## config.mk

```make
export PLATFORM = sky130hd
export DESIGN_NAME = vga_frame_scan
export DESIGN_NICKNAME = d
export VERILOG_FILES = /design/src/rtl/vga_pkg.sv /design/src/rtl/vga_frame_scan_thresh_adj.sv /design/src/rtl/vga_frame_scan.sv
export SDC_FILE = /design/constraint.sdc
export NUM_CORES = 1
export LEC_CHECK = 0
export BUFFER_PORTS_ARGS = -buffer_cell sky130_fd_sc_hd__buf_2
export CAP_MARGIN = 20
export CORE_AREA = 3 3 103 124
export DETAILED_ROUTE_END_ITERATION = 7
export DIE_AREA = 0 0 106 127
export GPL_ROUTABILITY_DRIVEN = 0
export PLACE_DENSITY = 0.75
export SETUP_SLACK_MARGIN = 0.3
export SLEW_MARGIN = 20
export SYNTH_ARGS = -nofsm -noshare
export SYNTH_HDL_FRONTEND = slang
export SYNTH_HIERARCHICAL = 1
export SYNTH_SLANG_ARGS = --single-unit
export TNS_END_PERCENT = 5
```

## constraint.sdc

```tcl
create_clock -name clk_25m -period 13.35 [get_ports clk_25m]
set_input_delay 0.6675 -clock clk_25m [delete_from_list [all_inputs] [get_ports clk_25m]]
set_output_delay 0.6675 -clock clk_25m [all_outputs]
set_load 0.05 [all_outputs]
```

## src/rtl/vga_pkg.sv

```systemverilog
// -----------------------------------------------------------------------------
// vga_pkg
// Shared constants and types for the VGA frame scanner:
//   - default 640x480@60 timing (sync, porches, active area)
//   - luma weights used by the binary (thresholded) output path
//   - bit positions of the R/G/B fields inside a 12-bit camera pixel
//   - the per-clock tap record carried through the read-latency delay line
// -----------------------------------------------------------------------------
package vga_pkg;

    localparam int VGA_H_SYNC = 96;
    localparam int VGA_H_BP   = 48;
    localparam int VGA_H_ACT  = 640;
    localparam int VGA_H_FP   = 16;
    localparam int VGA_V_SYNC = 2;
    localparam int VGA_V_BP   = 33;
    localparam int VGA_V_ACT  = 480;
    localparam int VGA_V_FP   = 10;

    // Weights sum to 100, so a full-scale pixel gives luma 1500 (fits 11 bits).
    localparam int LUMA_WR = 30;
    localparam int LUMA_WG = 59;
    localparam int LUMA_WB = 11;

    localparam int PIX_R_MSB = 11;
    localparam int PIX_R_LSB = 8;
    localparam int PIX_G_MSB = 7;
    localparam int PIX_G_LSB = 4;
    localparam int PIX_B_MSB = 3;
    localparam int PIX_B_LSB = 0;

    // Everything that must travel alongside a read address until its data returns.
    typedef struct packed {
        logic hs;   // raw hsync level (active low)
        logic vs;   // raw vsync level (active low)
        logic win;  // address belongs to the image window
        logic sel;  // 0: camera 0, 1: camera 1
    } scan_tap_t;

    localparam scan_tap_t TAP_IDLE = '{hs: 1'b1, vs: 1'b1, win: 1'b0, sel: 1'b0};

    function automatic logic [10:0] luma_of(input logic [11:0] pix);
        return 11'(pix[PIX_R_MSB:PIX_R_LSB]) * 11'(LUMA_WR)
             + 11'(pix[PIX_G_MSB:PIX_G_LSB]) * 11'(LUMA_WG)
             + 11'(pix[PIX_B_MSB:PIX_B_LSB]) * 11'(LUMA_WB);
    endfunction

endpackage

```

## src/rtl/vga_frame_scan_thresh_adj.sv

```systemverilog
// -----------------------------------------------------------------------------
// thresh_adj
// Binary-output threshold register driven by two raw (already debounced)
// buttons. Each button is brought into the clock domain with a 2-FF
// synchroniser and reduced to a rising-edge pulse, so a held button yields
// exactly one step. Steps saturate: a step that would leave [TH_MIN, TH_MAX]
// is dropped entirely. Simultaneous up and down edges cancel.
// Ports:
//   clk_i        pixel clock
//   rst_ni       asynchronous active-low reset
//   up_i         raw button, raise threshold
//   down_i       raw button, lower threshold
//   threshold_o  current threshold
// -----------------------------------------------------------------------------
module thresh_adj #(
    parameter int TH_INIT = 650,
    parameter int TH_STEP = 20,
    parameter int TH_MIN  = 200,
    parameter int TH_MAX  = 1000
) (
    input  logic        clk_i,
    input  logic        rst_ni,
    input  logic        up_i,
    input  logic        down_i,
    output logic [15:0] threshold_o
);

    // [0],[1]: synchroniser; [2]: previous synchronised level for edge detect.
    logic [2:0]  up_pipe_q;
    logic [2:0]  dn_pipe_q;
    logic        up_edge;
    logic        dn_edge;
    logic [15:0] th_q;
    logic [15:0] th_d;
    logic [16:0] th_up_sum;

    always_ff @(posedge clk_i or negedge rst_ni) begin
        if (!rst_ni) begin
            up_pipe_q <= '0;
            dn_pipe_q <= '0;
            th_q      <= 16'(TH_INIT);
        end else begin
            up_pipe_q <= {up_pipe_q[1:0], up_i};
            dn_pipe_q <= {dn_pipe_q[1:0], down_i};
            th_q      <= th_d;
        end
    end

    assign up_edge = up_pipe_q[1] & ~up_pipe_q[2];
    assign dn_edge = dn_pipe_q[1] & ~dn_pipe_q[2];

    always_comb begin
        th_d      = th_q;
        // One extra bit so the upper-bound test cannot wrap.
        th_up_sum = {1'b0, th_q} + 17'(TH_STEP);
        if (up_edge && !dn_edge) begin
            if (th_up_sum <= 17'(TH_MAX)) begin
                th_d = th_up_sum[15:0];
            end
        end else if (dn_edge && !up_edge) begin
            // Compare before subtracting so the result can never underflow.
            if (th_q >= 16'(TH_MIN + TH_STEP)) begin
                th_d = th_q - 16'(TH_STEP);
            end
        end
    end

    assign threshold_o = th_q;

endmodule

```

## src/rtl/vga_frame_scan.sv

```systemverilog
// -----------------------------------------------------------------------------
// vga_frame_scan
// VGA timing generator and frame-buffer readout. An IMG_W x IMG_H window is
// centred in the active area; inside it rd_addr walks 0..IMG_W*IMG_H-1 once
// per frame. Sync, window and channel select travel through an RD_LAT-deep
// delay line so they meet the BRAM data, and the output register adds the
// final clock: a pixel reaches red/green/blue RD_LAT+1 clocks after its
// address, in step with hs/vs.
// Ports:
//   clk_25m, rst_n         pixel clock, asynchronous active-low reset
//   ch0_data, ch1_data     camera pixels {R,G,B}, valid RD_LAT clocks after rd_addr
//   split_en, ch_sel       side-by-side mode / channel for single-channel mode
//   bin_mode               1: thresholded luma output, 0: colour
//   adj_up, adj_down       raw threshold buttons
//   rd_addr                shared frame-buffer read address
//   red, green, blue       pixel output (0 outside the window)
//   hs, vs                 syncs, active low
//   threshold              current binary threshold
//   frame_start            one-clock pulse while the counters sit at h=0, v=0
// -----------------------------------------------------------------------------
module vga_frame_scan
    import vga_pkg::*;
#(
    parameter int H_SYNC  = VGA_H_SYNC,
    parameter int H_BP    = VGA_H_BP,
    parameter int H_ACT   = VGA_H_ACT,
    parameter int H_FP    = VGA_H_FP,
    parameter int V_SYNC  = VGA_V_SYNC,
    parameter int V_BP    = VGA_V_BP,
    parameter int V_ACT   = VGA_V_ACT,
    parameter int V_FP    = VGA_V_FP,
    parameter int IMG_W   = VGA_H_ACT,
    parameter int IMG_H   = VGA_V_ACT,
    parameter int ADDR_W  = 20,
    parameter int RD_LAT  = 1,
    parameter int TH_INIT = 650,
    parameter int TH_STEP = 20,
    parameter int TH_MIN  = 200,
    parameter int TH_MAX  = 1000
) (
    input  logic              clk_25m,
    input  logic              rst_n,
    input  logic [11:0]       ch0_data,
    input  logic [11:0]       ch1_data,
    input  logic              split_en,
    input  logic              ch_sel,
    input  logic              bin_mode,
    input  logic              adj_up,
    input  logic              adj_down,
    output logic [ADDR_W-1:0] rd_addr,
    output logic [3:0]        red,
    output logic [3:0]        green,
    output logic [3:0]        blue,
    output logic              hs,
    output logic              vs,
    output logic [15:0]       threshold,
    output logic              frame_start
);

    localparam int H_TOT = H_SYNC + H_BP + H_ACT + H_FP;
    localparam int V_TOT = V_SYNC + V_BP + V_ACT + V_FP;
    localparam int HC_W  = $clog2(H_TOT);
    localparam int VC_W  = $clog2(V_TOT);

    localparam logic [HC_W-1:0] H_LAST  = HC_W'(H_TOT - 1);
    localparam logic [VC_W-1:0] V_LAST  = VC_W'(V_TOT - 1);
    localparam logic [HC_W-1:0] H_SYN_E = HC_W'(H_SYNC);
    localparam logic [VC_W-1:0] V_SYN_E = VC_W'(V_SYNC);
    localparam logic [HC_W-1:0] H_WIN_S = HC_W'(H_SYNC + H_BP + (H_ACT - IMG_W) / 2);
    localparam logic [HC_W-1:0] H_WIN_E = HC_W'(H_SYNC + H_BP + (H_ACT - IMG_W) / 2 + IMG_W);
    localparam logic [HC_W-1:0] H_SPLIT = HC_W'(H_SYNC + H_BP + (H_ACT - IMG_W) / 2 + IMG_W / 2);
    localparam logic [VC_W-1:0] V_WIN_S = VC_W'(V_SYNC + V_BP + (V_ACT - IMG_H) / 2);
    localparam logic [VC_W-1:0] V_WIN_E = VC_W'(V_SYNC + V_BP + (V_ACT - IMG_H) / 2 + IMG_H);

    logic [HC_W-1:0]   h_cnt_q, h_cnt_d;
    logic [VC_W-1:0]   v_cnt_q, v_cnt_d;
    logic [ADDR_W-1:0] rd_addr_q, rd_addr_d;
    logic              frame_start_q, frame_start_d;
    logic [11:0]       rgb_q, rgb_d;
    logic              hs_q, vs_q;
    logic              win;
    logic              at_origin;
    logic [11:0]       pix_sel;
    logic [15:0]       th_val;
    scan_tap_t         tap_in;
    scan_tap_t         tap_out;

    always_comb begin
        h_cnt_d = h_cnt_q + HC_W'(1);
        v_cnt_d = v_cnt_q;
        if (h_cnt_q == H_LAST) begin
            h_cnt_d = '0;
            v_cnt_d = (v_cnt_q == V_LAST) ? '0 : v_cnt_q + VC_W'(1);
        end
    end

    assign win = (h_cnt_q >= H_WIN_S) && (h_cnt_q < H_WIN_E)
              && (v_cnt_q >= V_WIN_S) && (v_cnt_q < V_WIN_E);
    assign at_origin = (h_cnt_q == '0) && (v_cnt_q == '0);

    // Reloading at the frame origin resynchronises the address every frame,
    // so a disturbed count can never drift across frames.
    always_comb begin
        rd_addr_d = rd_addr_q;
        if (at_origin) begin
            rd_addr_d = '0;
        end else if (win) begin
            rd_addr_d = rd_addr_q + ADDR_W'(1);
        end
    end

    // Registered from the next-state counters so the pulse lines up with h=0, v=0.
    assign frame_start_d = (h_cnt_d == '0) && (v_cnt_d == '0);

    always_ff @(posedge clk_25m or negedge rst_n) begin
        if (!rst_n) begin
            h_cnt_q       <= '0;
            v_cnt_q       <= '0;
            rd_addr_q     <= '0;
            frame_start_q <= 1'b0;
        end else begin
            h_cnt_q       <= h_cnt_d;
            v_cnt_q       <= v_cnt_d;
            rd_addr_q     <= rd_addr_d;
            frame_start_q <= frame_start_d;
        end
    end

    // Channel select is sampled together with the address it belongs to.
    assign tap_in = '{hs:  (h_cnt_q >= H_SYN_E),
                      vs:  (v_cnt_q >= V_SYN_E),
                      win: win,
                      sel: split_en ? (h_cnt_q >= H_SPLIT) : ch_sel};

    // RD_LAT stages here plus the output register give the RD_LAT+1 alignment.
    genvar gi;
    generate
        for (gi = 0; gi < RD_LAT; gi++) begin : g_tap
            scan_tap_t tap_q;
            if (gi == 0) begin : g_head
                always_ff @(posedge clk_25m or negedge rst_n) begin
                    if (!rst_n) tap_q <= TAP_IDLE;
                    else        tap_q <= tap_in;
                end
            end else begin : g_body
                always_ff @(posedge clk_25m or negedge rst_n) begin
                    if (!rst_n) tap_q <= TAP_IDLE;
                    else        tap_q <= g_tap[gi-1].tap_q;
                end
            end
        end
    endgenerate

    assign tap_out = g_tap[RD_LAT-1].tap_q;

    always_comb begin
        pix_sel = tap_out.sel ? ch1_data : ch0_data;
        rgb_d   = '0;
        if (tap_out.win) begin
            if (bin_mode) begin
                // Strictly greater: luma equal to the threshold renders black.
                rgb_d = ({5'd0, luma_of(pix_sel)} > th_val) ? 12'hFFF : 12'h000;
            end else begin
                rgb_d = pix_sel;
            end
        end
    end

    always_ff @(posedge clk_25m or negedge rst_n) begin
        if (!rst_n) begin
            rgb_q <= '0;
            hs_q  <= 1'b1;
            vs_q  <= 1'b1;
        end else begin
            rgb_q <= rgb_d;
            hs_q  <= tap_out.hs;
            vs_q  <= tap_out.vs;
        end
    end

    thresh_adj #(
        .TH_INIT (TH_INIT),
        .TH_STEP (TH_STEP),
        .TH_MIN  (TH_MIN),
        .TH_MAX  (TH_MAX)
    ) u_thresh_adj (
        .clk_i       (clk_25m),
        .rst_ni      (rst_n),
        .up_i        (adj_up),
        .down_i      (adj_down),
        .threshold_o (th_val)
    );

    assign rd_addr     = rd_addr_q;
    assign red         = rgb_q[PIX_R_MSB:PIX_R_LSB];
    assign green       = rgb_q[PIX_G_MSB:PIX_G_LSB];
    assign blue        = rgb_q[PIX_B_MSB:PIX_B_LSB];
    assign hs          = hs_q;
    assign vs          = vs_q;
    assign threshold   = th_val;
    assign frame_start = frame_start_q;

endmodule

```

==> metrics.yaml, run 1 <==
floorplan:
  rows: 43
  boundaryPins: 82
  core_region_area_mm2: 0.0116
  die_height_um: 127
  fp.dieW_um: 106
  initial_utilization_pct: 54.9
  dieArea_mm2: 0.0135
hold_path:
  worstHoldPathType: "reg -> reg"
  min_from: "u_thresh_adj/up_pipe_q[0]"
global_routing:
  grt_overflow: 0
  antenna_found_initial: 0
  grt_first_pass_wirelength_mm: 23.6
  track_usage_pct: 21.3
  grt_pass1_vias: 5094
  grt_max_degree: 80
clock_network:
  clockBufferDepth: 2
  numCtsBuffers: 9
  ctsResizeCount: 0
  clkLatencyLatePin_ns: 0.33
  cts-root-buf: "clkbuf_16"
  cts_hold_buffers: 0
  clkSlewWorstSetupHoldPaths_ns: 0.07
  post_cts_buffers: 0
  cts_tree: "yes"
  cts.sinks: 79
  h-tree-depth: 3
routing:
  postRouteAntennaNets: 0
  post-route-drc-count: 0
  vias_per_cell: 5.58
  drtIter0Drc: 328
  wl_per_cell_um: 15.4
  drt-total-wl_mm: 13.7
  vias: 4967
  dr.pass1.iters: 5
synthesis:
  ys_async_sr_fraction_pct: 100
  ys_warn_count: 6
  syn_area_mm2: 0.00638
  syn_avg_cell_area_um2: 9.55
  ys_seq_area_share_pct: 31.1
  synth_fp_nets: 784
  synth_seq_cells: 79
  synthFlopType: "dfrtp_1"
  synth_edf_count: 0
  netlist-cell-type-count: 72
  syn_inst: 668
sta:
  fmax_ghz: 0.131
  setup_viol: 0
  post-route-period-util_pct: 57.3
  slew_headroom_pct: 34.5
  final.setup.tns_ns: 0
  skew_ns: 0.00683
  fin_ws_ns: 5.71
  timing.final.crit_period_ns: 7.64
  tightest_slew_ns: 0.983
  rsz0062_at_grt: "no"
  slew_viol_final: 0
  hold_violations: 0
critical_path:
  cp_slowest_cell: "dfrtp_1"
  r2r_start: "g_tap[0].tap_q[0]"
  cp.arrival_ns: 7.84
  crit_path_frequent_cell: "fa_1"
  crit_type: "reg -> reg"
  crit_family: "adder cells"
  cp-end-kind: "register"
  start_kind: "register"
  path_buf_inv: 6
  cp.required_ns: 13.55
  cp_slowest_stage_delay_ns: 0.75
  crit_start: "g_tap[0].tap_q[0]"
  critical_path_peak_fanout: 12
placed_design:
  place_ws_ns: 5.71
  numPortBuffers: 79
  dp_hpwl_mm: 10.6
  dpl.cell_count: 874
final_layout:
  fin_cells: 890
  mostFrequentLayoutCell: "inv_1"
  layout_common_cells: "inv_1, buf_2, dfrtp_1"
  area_growth_pct: 11.7
  fillers: 973
  num_antenna_cells: 0
  drive_above_1_share_pct: 19.1
  nNetsFinal: 844
pwr:
  power.total_mw: 1.57
  p_leak_nw: 3.52
  ir_worst_vdd_mv: 0.141
  power_density_mw_per_mm2: 220
job:
  maxCapViolCount: 0
run_status:
  status: "finished, final reports clean"
==> worst paths after layout <==
check / slack, ns / endpoint / cells after the start
min in group asynchronous: 0.49 / rd_addr[1] / 1
setup reg to reg: 5.71 / rgb_q[10] / 26
setup / recovery: 5.71 / rgb_q[10] / 26
max in group asynchronous: 12.22 / u_thresh_adj/threshold_o[2] / 1
hold reg to reg: 0.35 / u_thresh_adj/up_pipe_q[1] / 0
hold / removal: 0.35 / u_thresh_adj/up_pipe_q[1] / 0
==> area by class of cell <==
class                      count  area [um^2]  area share (%)
clock inverter                 6         92.6            1.30
sequential                    79         1990            27.9
inverter                      89          334            4.69
tap                          157          196            2.76
clock buffer                  10          229            3.21
multi-input combinational    469         3880            54.5
timing repair buffer          80          405            5.69
==> through the flow <==
stage / utilization (%) / hold WS [ns] / cell area (um^2)
final: 61.3 / 0.346 / 7130
after global routing: 61.3 / 0.353 / 7130
after CTS: 61.3 / 0.350 / 7130
after detailed placement: 58.6 / 0.337 / 6810
after global placement: 58.5 / 0.337 / 6800
after floorplan: - / 0.331 / 6380
==> state kept, by name (all words and copies together) (netlist names) <==
name and count:
g_tap.tap_q 4, vs 1, hs 1, frame_start 1, h_cnt_q 10, v_cnt_q 10
u_thresh_adj/dn_pipe_q 3, rgb_q 12, u_thresh_adj/up_pipe_q 3, rd_addr 20, u_thresh_adj/threshold_o 14
==> synth_stat cells (3+ instances only) <==
library cell,count,share of area (%)
nand4_1,15,1.5
xnor2_1,25,3.4
nor2b_1,7,0.69
a21o_1,8,0.94
buf_2,12,0.94
mux2_2,10,1.8
and2_1,4,0.39
nor2_1,56,3.3
buf_4,4,0.47
fa_1,28,8.8
and3_1,7,0.69
nand3_1,21,1.6
and4_1,3,0.41
xor2_1,23,3.2
ha_1,57,11
a31oi_1,9,0.88
o21ai_0,26,2.0
o41ai_1,4,0.55
nor3_1,11,0.86
clkbuf_1,8,0.47
mux2i_1,13,2.0
nand2b_1,11,1.1
dfrtp_1,72,28
buf_6,5,0.88
nor4_2,4,0.78
dfstp_2,7,2.9
or3_1,8,0.78
nor4_1,3,0.29
o21a_1,4,0.47
inv_1,89,5.2
nand2_1,34,2.0
o31ai_1,4,0.47
a21oi_1,20,1.6
o21ai_1,3,0.24
==> per-layer routing <==
metal | global-route usage [%] | vias to the layer above | share of wire (%)
met5 | 0 | - | 0
met4 | 7.01 | 0 | 2.2
met3 | 2.98 | 24 | 3.8
met2 | 38.7 | 132 | 53
met1 | 25.9 | 2424 | 41
li1 | - | 2387 | -
==> cells by family after synthesis <==
logic type | share of synthesized area [%]
muxes | 3.98
other | 0.118
AOI/OAI and AO/OA | 11.8
xor gates and xnor gates | 6.59
DFF | 31.1
adders and majority gates | 20.0
buffers and inverters | 8.14
and+or+nand+nor | 18.3
==> power breakdown <==
group | total (mW) | internal (mW) | switching, mW
clock network | 0.266 | 0.165 | 0.101
registers | 0.320 | 0.264 | 0.0562
logic | 0.985 | 0.436 | 0.549
total | 1.57 | 0.864 | 0.706
Note: power is estimated with default switching activity, not from simulation.
==> run 2: changes to the inputs <==
ABC_AREA = 1   (was default)
CORE_AREA = 3 3 107 130   (was 3 3 103 124)
DIE_AREA = 0 0 110 133   (was 0 0 106 127)
clock period = 7.3 ns   (was 13.35 ns; I/O delays follow)
==> metrics.yaml, run 2 <==
synthesis:
  synth_top_area_cell: "dfrtp_1"
  synthFlopType: "dfrtp_1"
  yosysMostFrequentCell: "nand2_1"
  synth_seq_cells: 79
  syn_avg_cell_area_um2: 7.37
  synth_area_leaders: "dfrtp_1, nand2_1, ha_1, inv_1, fa_1"
  syn_area_mm2: 0.00698
  netlist-cell-type-count: 43
  synth_edf_count: 0
  synth_top_area_share_pct: 25.8
  ys_warn_count: 6
  ys_async_sr_fraction_pct: 100
  synth_fp_nets: 1063
  syn_inst: 947
  ys_seq_area_share_pct: 28.5
  synth_top_cells_by_count: "nand2_1, inv_1, nand3_1"
critical_path:
  cp.arrival_ns: 6.96
  crit_type: "reg -> reg"
  r2r_start: "g_tap[0].tap_q[0]"
  cp-end-kind: "register"
  worstReg2RegEnd: "rgb_q[5]"
  r2r.worst_path.cells: 25
  start_kind: "register"
  cp.required_ns: 7.50
  rrSetupSlack_ns: 0.55
  critical_path_peak_fanout: 8
global_routing:
  grt_first_pass_wirelength_mm: 26.7
  grt_overflow: 0
  grt_max_degree: 80
  antenna_found_initial: 0
  track_usage_pct: 22.6
  grt_pass1_vias: 5709
final_layout:
  mostFrequentLayoutCell: "nand2_1"
  num_antenna_cells: 0
  nNetsFinal: 1134
  layout_common_cells: "nand2_1, inv_1, buf_2"
  largest_reg_flops: 20
  drive_above_1_share_pct: 14.8
  fillers: 1134
  area_growth_pct: 11.3
routing:
  postRouteAntennaNets: 0
  vias: 6181
  drt-total-wl_mm: 16.2
  drtIter0Drc: 343
  vias_per_cell: 5.21
  post-route-drc-count: 0
  dr.pass1.iters: 7
  wl_per_cell_um: 13.7
sta:
  post-route-period-util_pct: 92.5
  tightest_slew_ns: 0.904
  setup_viol: 0
  timing.final.crit_period_ns: 6.75
  rsz0062_at_grt: "no"
  slew_headroom_pct: 39.6
  whs_ns: 0.0398
  slew_viol_final: 0
  final.setup.tns_ns: 0
  fmax_ghz: 0.148
  skew_ns: 0.00813
  hold_violations: 0
floorplan:
  core_region_area_mm2: 0.0127
  die_height_um: 133
  fp.dieW_um: 110
  rows: 45
  boundaryPins: 82
  initial_utilization_pct: 55.1
  dieArea_mm2: 0.0146
pwr:
  power.total_mw: 3.44
  ir_worst_vdd_mv: 0.471
  p_leak_nw: 4.34
  power_density_mw_per_mm2: 443
clock_network:
  clkSlewWorstSetupHoldPaths_ns: 0.07
  cts_tree: "yes"
  h-tree-depth: 3
  cts.sinks: 79
  cts-root-buf: "clkbuf_16"
  clockBufferDepth: 2
  cts_hold_buffers: 0
  clkLatencyLatePin_ns: 0.34
  numCtsBuffers: 9
hold_path:
  worstHoldPathType: "in -> async"
placed_design:
  numPortBuffers: 79
  dp_hpwl_mm: 12.2
run_status:
  status: "finished, final reports clean"
job:
  maxCapViolCount: 0
-- run 2: cells by family (layout without fill, tap and decap cells) --
kind of cell,after synthesis,after routing,share of synthesized area (%)
mux,4,4,0.645
flops,79,79,28.5
other cells,2,2,0.108
buf+inv,197,272,11.9
xor+xnor,33,33,4.14
fa+ha+maj,85,85,18.3
compound gates,81,81,6.60
simple gates,466,467,29.9
-- run 2: worst max path at each step --
stage	startpoint	endpoint	slack [ns]	cells after the start
finish	g_tap[0].tap_q[0]	rgb_q[5]	0.55	25
global route	g_tap[0].tap_q[0]	rgb_q[5]	0.29	25
CTS	g_tap[0].tap_q[0]	rgb_q[2]	0.30	26
detailed placement	ch0_data[10]	rgb_q[2]	0.15	27
global placement	ch0_data[10]	rgb_q[9]	0.32	27
floorplan	g_tap[0].tap_q[0]	rgb_q[10]	0.41	28
-- run 2: area by class of cell --
type	count	area, um^2	share of cell area [%]
multi-input cells	672	4190	54.0
repair buffers	85	447	5.75
clock inverters	5	58.8	0.757
flip-flops and latches	79	1990	25.6
well taps	164	205	2.64
clock buffers	11	233	3.00
inverters	171	644	8.29
-- run 2: power breakdown --
part	total, mW	internal, mW	switching [mW]
sequential	0.579	0.479	0.0998
clock	0.454	0.266	0.187
combinational	2.41	0.969	1.44
-- run 2: critical path, stage by stage, from the launching register on --
cell and delay [ns]:
dfrtp_2 0.43, mux2_2 0.42, fa_1 0.49, fa_1 0.54, inv_1 0.06, fa_1 0.47
inv_1 0.04, ha_1 0.29, fa_1 0.48, fa_1 0.49, inv_1 0.06, fa_1 0.54
inv_1 0.04, ha_1 0.33, nand2_1 0.10, o21ai_2 0.07, nand2_1 0.06, nand2_1 0.06
a21oi_2 0.17, o21ai_1 0.09, xor2_1 0.14, ha_1 0.29, nand4_1 0.15, or3_1 0.51
nand3_2 0.20, a21oi_1 0.09
-- run 2: stage by stage --
| stage | instance area, um^2 | setup WS, ns | cells | utilization [%] |
|---|---|---|---|---|
| floorplan | 6980 | 0.409 | 947 | - |
| global placement | 7430 | 0.322 | 1169 | 58.7 |
| detailed placement | 7430 | 0.147 | 1169 | 58.7 |
| CTS | 7730 | 0.305 | 1185 | 61.0 |
| global route | 7770 | 0.292 | 1187 | 61.3 |
| finish | 7770 | 0.549 | 1187 | 61.3 |
-- run 2: repair_timing --
item,CTS,global route
resized for setup,1,11
pin swaps,0,2
setup buffers,0,1
cloned,0,1
setup endpoints to repair,12,12
-- run 2: per-layer routing --
layer	global-route usage (%)	vias to the layer above	share of wire, %
met5	0	-	0
li1	-	3100	-
met3	3.07	28	5.1
met4	6.24	0	2.2
met1	31.0	2877	44
met2	37.0	176	49
